`src/rtl/avalon_read_pkg.sv`:
```
// Shared types and constants for the Avalon-MM read master and its load alignment helper.
package avalon_read_pkg;

   typedef enum logic [1:0] {StIdle, StReq, StWaitData, StDone} state_e;

   localparam logic [2:0] F3Lb  = 3'd0;
   localparam logic [2:0] F3Lh  = 3'd1;
   localparam logic [2:0] F3Lw  = 3'd2;
   localparam logic [2:0] F3Lbu = 3'd4;
   localparam logic [2:0] F3Lhu = 3'd5;

   localparam int unsigned TimeoutCyclesDefault = 255;

endpackage

```
`src/rtl/load_align.sv`:
```
// RISC-V load lane decode: byteenable, illegal/misaligned detection and data extension.
module load_align
   import avalon_read_pkg::*;
(
   input  logic [2:0]  funct3_i,
   input  logic [1:0]  lane_i,
   input  logic [31:0] readdata_i,
   output logic [3:0]  byteenable_o,
   output logic        bad_o,
   output logic [31:0] data_o
);

   logic [15:0] shifted;

   assign shifted = 16'(readdata_i >> {lane_i, 3'b000});

   always_comb begin
      byteenable_o = 4'b0000;
      bad_o        = 1'b0;
      data_o       = readdata_i;
      unique case (funct3_i)
         F3Lb, F3Lbu: begin
            byteenable_o = 4'b0001 << lane_i;
            data_o       = {{24{shifted[7] & (funct3_i == F3Lb)}}, shifted[7:0]};
         end
         F3Lh, F3Lhu: begin
            byteenable_o = 4'b0011 << lane_i;
            bad_o        = lane_i[0];
            data_o       = {{16{shifted[15] & (funct3_i == F3Lh)}}, shifted[15:0]};
         end
         F3Lw: begin
            byteenable_o = 4'b1111;
            bad_o        = |lane_i;
         end
         default: bad_o = 1'b1;
      endcase
   end

endmodule

```
`src/rtl/avalon_read_master.sv`:
```
// Single-outstanding Avalon-MM read master with RISC-V load alignment.
// Optional request timeout compiled in with AVALON_READ_TIMEOUT_EN.
module avalon_read_master
   import avalon_read_pkg::*;
#(
   parameter int unsigned TIMEOUT_CYCLES = TimeoutCyclesDefault
) (
   input  logic        CLK,
   input  logic        RST_N,
   input  logic        RRead,
   input  logic [31:0] RAddr,
   input  logic [2:0]  RFunct3,
   output logic        Done,
   output logic [31:0] RData,
   output logic        RErr,
   output logic [31:0] avm_address,
   output logic [3:0]  avm_byteenable,
   output logic        avm_read,
   input  logic        avm_waitrequest,
   input  logic [31:0] avm_readdata,
   input  logic        avm_readdatavalid
);

   state_e      state_q;
   logic [1:0]  lane_q;
   logic [2:0]  funct3_q;
   logic        done_q;
   logic [31:0] rdata_q;
   logic        rerr_q;
   logic        read_q;
   logic [31:0] address_q;
   logic [3:0]  be_q;

   logic        idle;
   logic [3:0]  al_be;
   logic        al_bad;
   logic [31:0] al_data;
   logic        timeout_hit;

   assign idle = (state_q == StIdle);

   // Decode the incoming request while idle, the latched one while the read is in flight.
   load_align u_load_align (
      .funct3_i     (idle ? RFunct3 : funct3_q),
      .lane_i       (idle ? RAddr[1:0] : lane_q),
      .readdata_i   (avm_readdata),
      .byteenable_o (al_be),
      .bad_o        (al_bad),
      .data_o       (al_data)
   );

`ifdef AVALON_READ_TIMEOUT_EN
   localparam int unsigned CntW = (TIMEOUT_CYCLES > 255) ? $clog2(TIMEOUT_CYCLES + 1) : 8;

   logic [CntW-1:0] cnt_q, cnt_d;

   always_comb begin
      cnt_d = cnt_q;
      if (idle && RRead) begin
         cnt_d = '0;
      end else if (state_q == StReq || state_q == StWaitData) begin
         cnt_d = cnt_q + CntW'(1);
      end
   end

   always_ff @(posedge CLK or negedge RST_N) begin
      if (!RST_N) cnt_q <= '0;
      else        cnt_q <= cnt_d;
   end

   assign timeout_hit = (32'(cnt_q) >= TIMEOUT_CYCLES);
`else
   logic unused_timeout;
   assign unused_timeout = ^TIMEOUT_CYCLES;
   assign timeout_hit    = 1'b0;
`endif

   always_ff @(posedge CLK or negedge RST_N) begin
      if (!RST_N) begin
         state_q   <= StIdle;
         lane_q    <= 2'b00;
         funct3_q  <= 3'b000;
         done_q    <= 1'b0;
         rdata_q   <= 32'h0;
         rerr_q    <= 1'b0;
         read_q    <= 1'b0;
         address_q <= 32'h0;
         be_q      <= 4'h0;
      end else begin
         done_q <= 1'b0;
         unique case (state_q)
            StIdle: begin
               if (RRead) begin
                  lane_q   <= RAddr[1:0];
                  funct3_q <= RFunct3;
                  if (al_bad) begin
                     state_q <= StDone;
                     done_q  <= 1'b1;
                     rdata_q <= 32'h0;
                     rerr_q  <= 1'b1;
                  end else begin
                     state_q   <= StReq;
                     read_q    <= 1'b1;
                     address_q <= {RAddr[31:2], 2'b00};
                     be_q      <= al_be;
                  end
               end
            end
            StReq: begin
               if (timeout_hit) begin
                  read_q  <= 1'b0;
                  state_q <= StDone;
                  done_q  <= 1'b1;
                  rdata_q <= 32'h0;
                  rerr_q  <= 1'b1;
               end else if (!avm_waitrequest) begin
                  read_q  <= 1'b0;
                  state_q <= StWaitData;
               end
            end
            StWaitData: begin
               // Data arriving on the timeout cycle still wins over the abort.
               if (avm_readdatavalid) begin
                  state_q <= StDone;
                  done_q  <= 1'b1;
                  rdata_q <= al_data;
                  rerr_q  <= 1'b0;
               end else if (timeout_hit) begin
                  state_q <= StDone;
                  done_q  <= 1'b1;
                  rdata_q <= 32'h0;
                  rerr_q  <= 1'b1;
               end
            end
            StDone:  state_q <= StIdle;
            default: state_q <= StIdle;
         endcase
      end
   end

   assign Done           = done_q;
   assign RData          = rdata_q;
   assign RErr           = rerr_q;
   assign avm_read       = read_q;
   assign avm_address    = address_q;
   assign avm_byteenable = be_q;

endmodule
```
`config.mk`:
```
export PLATFORM = sky130hd
export DESIGN_NAME = avalon_read_master
export DESIGN_NICKNAME = d
export VERILOG_FILES = /design/src/rtl/avalon_read_pkg.sv /design/src/rtl/load_align.sv /design/src/rtl/avalon_read_master.sv
export SDC_FILE = /design/constraint.sdc
export NUM_CORES = 1
export LEC_CHECK = 0
export ABC_AREA = 0
export BUFFER_PORTS_ARGS = -buffer_cell sky130_fd_sc_hd__buf_2
export CAP_MARGIN = 20
export CORE_MARGIN = 2
export CORE_UTILIZATION = 30
export CTS_CLUSTER_SIZE = 10
export DETAILED_ROUTE_END_ITERATION = 7
export PLACE_DENSITY = 0.5
export SLEW_MARGIN = 30
export SYNTH_ARGS = -nofsm -noshare
export SYNTH_HDL_FRONTEND = slang
export SYNTH_HIERARCHICAL = 1
export SYNTH_SLANG_ARGS = --single-unit
```
`constraint.sdc`:
```
create_clock -name CLK -period 8.85 [get_ports CLK]
set_input_delay 1.77 -clock CLK [delete_from_list [all_inputs] [get_ports CLK]]
set_output_delay 1.77 -clock CLK [all_outputs]
set_load 0.05 [all_outputs]
```
==> results of run 1 <==
## per-layer routing
metal	track usage	routed length, um	vias up
met4	0.0496	159	0
met5	0	0	-
met1	0.200	5090	1541
met3	0.0543	1030	12
li1	-	-	1590
met2	0.218	4540	124
## cells by family after synthesis
group	synth area share
muxes	0.253
and+or+nand+nor	0.0907
DFF	0.455
buffers and inverters	0.0769
AOI/OAI and AO/OA	0.109
adders and majority gates	0.0150
other	0.000897
## state kept, by name, indices dropped and copies added, names as in the netlist
register,cells
avm_byteenable,4
funct3_q,3
state_q,2
RData,32
Done,1
RErr,1
avm_read,1
avm_address,30
lane_q,2
## Yosys cell counts, drive strengths merged
cell type	n	share of area
dfrtp	76	0.45
mux2	52	0.14
nand2	52	0.047
mux2i	45	0.11
inv	41	0.037
a21o	18	0.032
o21ai	17	0.020
clkbuf	16	0.014
buf	12	0.026
a21oi	11	0.016
nand3b	9	0.017
nor2b	8	0.012
nor2	7	0.0069
a22oi	6	0.011
o211ai	6	0.011
ha	5	0.015
a221oi	2	0.0042
o31ai	2	0.0036
a22o	1	0.0021
and3	1	0.0015
conb	1	0.00090
mux4	1	0.0054
nand2b	1	0.0015
nor4	1	0.0051
o211a	1	0.0024
o221ai	1	0.0021
o22a	1	0.0021
o31a	1	0.0021
## per-stage QoR
step	area [um2]	cells
global placement	4960	690
floorplan	4190	396
finish	5280	706
CTS	5280	706
detailed placement	4960	690
global route	5280	706
## area by class of cell
| class | count | area (um2) |
|---|---|---|
| tap | 180 | 225 |
| sequential | 76 | 1900 |
| fill | 1419 | 8490 |
| timing repair buffer | 142 | 722 |
| clock inverter | 4 | 72.6 |
| inverter | 41 | 154 |
| clock buffer | 12 | 246 |
| multi-input combinational | 251 | 1960 |
## how the worst max path moves through the flow
stage,from,depth (start not counted),slack [ns],end
after floorplan,RAddr[1],7,5.21,avm_address[15]
after global placement,RAddr[1],6,4.41,avm_address[10]
after detailed placement,RAddr[1],6,4.36,avm_address[11]
after CTS,RAddr[1],6,4.71,avm_address[20]
after global routing,RFunct3[1],6,4.59,avm_address[23]
final,RAddr[1],6,4.74,avm_address[4]
## cells in the final DEF (no fill, tap or decap), drive strengths merged
cell type,synthesis,layout
o21ai,17,17
a221oi,2,2
conb,1,2
o221ai,1,1
clkinv,0,1
mux2i,45,45
and3,1,1
o22a,1,1
a22oi,6,6
o211a,1,1
clkbuf,16,12
o31ai,2,2
o31a,1,1
a21o,18,18
nand3b,9,9
a21oi,11,11
buf,12,142
bufinv,0,2
nor2,7,7
inv,41,41
ha,5,5
nor4,1,1
a22o,1,1
mux4,1,1
clkinvlp,0,1
nand2b,1,1
mux2,52,52
o211ai,6,6
nor2b,8,8
dfrtp,76,76
nand2,52,52
==> metrics.csv, run 1 <==
metric,value,unit
Synth cell types,33,
Yosys reg bits,76,
layout cell share with drive strength beyond 1,0.405,
final core utilization,0.384,
final setup vio count,0,
R2R depth,7,
die area,0.0149,mm2
DRT Pass-1 Iters,5,
"most used cell, CP",mux2_2,
CP cell instances,"buf_2, mux2_2, o31a_1, o22a_1, nand3b_2, mux2_2",
total track usage,0.148,
Slew headroom,0.392,
hold endpoint,avm_address[30],
WHS Path Cells,1,
global route overflow,0,
fin crit share,0.465,
first-pass GRT wire length,17000,um
Worst Path Max Fanout,35,
Critical path buffers and inverters,1,
dpl hpwl,7770,um
P&R area growth vs syn,26.4,%
Chip Width,122,um
flop2flop setup slack,5.06,ns
initial drt markers,152,
Mapped Area,0.00418,mm2
H-tree Lvls,3,
Mean Syn Cell Area,10.6,um2
dpl ws,4.36,ns
antenna cells,0,
CP Capture Type,register,
pin count of the biggest net entering global routing,77,
clock sinks,76,
HP Class,register to register,
Final Max Slew Viols,0,
die height,122,um
Final ANT Viol Nets,0,
number of warnings issued by yosys,6,
setup TNS,0,ns
core area,0.0138,mm2
Num CTS Buffers,9,
sequential-to-total area share from yosys stat,0.455,
"Slowest-stage cell, CP",nand3b_2,
final hold slack,0.506,ns
"Worst Setup Slack, final",4.74,ns
# hold bufs at CTS,0,
Worst Path Arrival,4.33,ns
max cap viols,0,
"CP delay by family, top",multiplexers,
wire length per cell,15.3,um
"Largest stage delay, worst path",0.81,ns
I/O pin count,143,
min Tclk post-route,4.11,ns
Fin. Hold Viols,0,
initial core utilization,0.304,
Reg2Reg Capture Point,avm_address[4],
number of global-route vias before repair,3308,
port bufs,140,
WP data required,9.07,ns
clock-pin slew on the worst setup and hold paths,0.06,ns
Longest Clk Path Bufs,2,
vias per cell,4.63,
setup bufs post-CTS,0,
Fmax achieved,0.243,GHz
Rows,43,
hold_sp,avm_address[30],
r2r startpoint,state_q[0],
outcome,finished clean,
antenna violations before repair,0,
RSZ-0062 raised after global routing,no,
Worst-Skew Late Latency,0.34,ns
Critical Path Source Type,primary input,
via count,3267,
DRC,0,
layout net count,598,
Post-CTS Resized,0,
Gate Count Post-Synth,395,
final wirelength,10800,um
TritonCTS clock tree,yes,
kind of critical path,primary input to register,
clock root buffer,clkbuf_16,
clk_skew,0.00898,ns
Final GP Congestion,0.761,
Worst-Margin Slew,0.906,ns
Power of run 1 is left out: the tool's default activity adds up to more than one toggle a clock period on the data nets, which glitch-free logic cannot reach.
==> run 2, diff against run 1 <==
- clock period: 8.85 -> 4.1 ns (I/O delays scaled with it)
==> run 2 against run 1 <==
Against the previous run:
- via count up 1.1%
- design area up 0.71%
- critical path depth up 3
- count of clock-buffer cells in the layout unchanged
- first-iteration DRC count unchanged
- worst hold slack worse by 0.0047 ns
- register-to-register slack worse by 4.1 ns
- clock skew down 0.0027 ns
- critical path type is now register to register
==> metrics.csv, run 2 (synthesis gave the netlist of run 1 again) <==
metric,value,unit
outcome,finished clean,
flop2flop setup slack,0.95,ns
final setup vio count,0,
dpl hpwl,8010,um
Post-CTS Resized,0,
pin count of the biggest net entering global routing,77,
Chip Width,122,um
max reg flops,32,
TritonCTS clock tree,yes,
total track usage,0.153,
post-route cell area,0.00532,mm2
Final GP Congestion,0.816,
min Tclk post-route,3.15,ns
kind of critical path,register to register,
clock sinks,76,
RSZ-0062 raised after global routing,no,
Placement Cell Area,0.00500,mm2
Reg2Reg Capture Point,RData[0],
clock root buffer,clkbuf_16,
initial core utilization,0.304,
Fin. Hold Viols,0,
Worst Path Max Fanout,33,
core area,0.0138,mm2
hold_sp,funct3_q[0],
Fmax achieved,0.318,GHz
"Largest stage delay, worst path",0.59,ns
final hold slack,0.502,ns
max cap viols,0,
Worst Path Arrival,3.40,ns
clk_skew,0.00631,ns
Final Max Slew Viols,0,
WHS Path Cells,1,
Rows,43,
WP data required,4.35,ns
Worst-Margin Slew,0.707,ns
H-tree Lvls,3,
layout cell share with drive strength beyond 1,0.411,
clock-pin slew on the worst setup and hold paths,0.06,ns
CP cell instances,"inv_1, ha_1, mux2_2, o31a_1, o22a_1, nand2_1, a21oi_4, buf_4, mux2i_1",
Critical Path Source Type,register,
P&R area growth vs syn,27.3,%
antenna violations before repair,0,
antenna cells,0,
Slew headroom,0.528,
number of global-route vias before repair,3351,
Num CTS Buffers,9,
Longest Clk Path Bufs,2,
FILL cells,1415,
final wirelength,10900,um
"Slowest-stage cell, CP",mux2_2,
initial drt markers,152,
setup bufs post-CTS,0,
Final ANT Viol Nets,0,
# hold bufs at CTS,0,
port bufs,140,
HP Class,register to register,
"commonest non-fill, non-tap cell in the layout",buf_2,
layout net count,603,
setup TNS,0,ns
Worst-Skew Late Latency,0.34,ns
wire length per cell,15.4,um
vias per cell,4.65,
final core utilization,0.386,
die height,122,um
die area,0.0149,mm2
DRT Pass-1 Iters,4,
most frequent cells in the layout,"139 x buf_2, 76 x dfrtp_1, 52 x nand2_1, 52 x mux2_2, 45 x mux2i_1",
first-pass GRT wire length,17500,um
CP Capture Type,register,
via count,3304,
I/O pin count,143,
r2r startpoint,state_q[1],
global route overflow,0,
DRC,0,
fin crit share,0.768,
R2R depth,9,
hold endpoint,funct3_q[0],
==> run 2: cell types whose count changed in the layout (fill, tap and decap cells not counted) <==
cell	before	now
buf_4	2	7
==> run 2: how the worst max path moves through the flow <==
stage                     cells past startpoint         endpoint       start  slack (ns)
final                                         9         RData[0]  state_q[1]        0.95
after global routing                          9        RData[24]  state_q[0]        0.60
after CTS                                     9        RData[24]  state_q[0]        0.88
after detailed placement                      9        RData[24]  state_q[0]        0.92
after global placement                        8  avm_address[10]  state_q[0]        1.05
after floorplan                              10  avm_address[15]  state_q[0]        1.22
==> run 2: layer usage <==
metal | global-route usage | share of wire
met5 | 0 | 0
met4 | 0.0582 | 0.015
met3 | 0.0566 | 0.095
met2 | 0.227 | 0.43
met1 | 0.203 | 0.46
==> run 2: area by class of cell <==
class | instances | area [um2] | area share
clock inverter | 4 | 72.6 | 0.0136
inverter | 41 | 154 | 0.0289
tap | 180 | 225 | 0.0423
multi-input combinational | 251 | 1960 | 0.369
sequential | 76 | 1900 | 0.357
timing repair buffer | 147 | 759 | 0.143
clock buffer | 12 | 246 | 0.0463
==> run 2: worst max-delay path: cells and delay by family, from the launching register on <==
family / cells / cell delay, ns
adder cells (fa/ha/maj): 1 / 0.52
AO/OA/AOI/OAI: 3 / 0.56
multiplexers: 2 / 0.84
buffers and inverters: 2 / 0.59
AND/OR/NAND/NOR: 1 / 0.12
flip-flops: 1 / 0.40
==> run 2: per-stage QoR <==
step,instances,setup WS [ns]
3_5_place_dp,695,0.916
5_1_grt,711,0.596
6_report,711,0.952
3_3_place_gp,695,1.05
4_1_cts,711,0.883
2_1_floorplan,396,1.22
Power of run 2 is left out for the same reason.
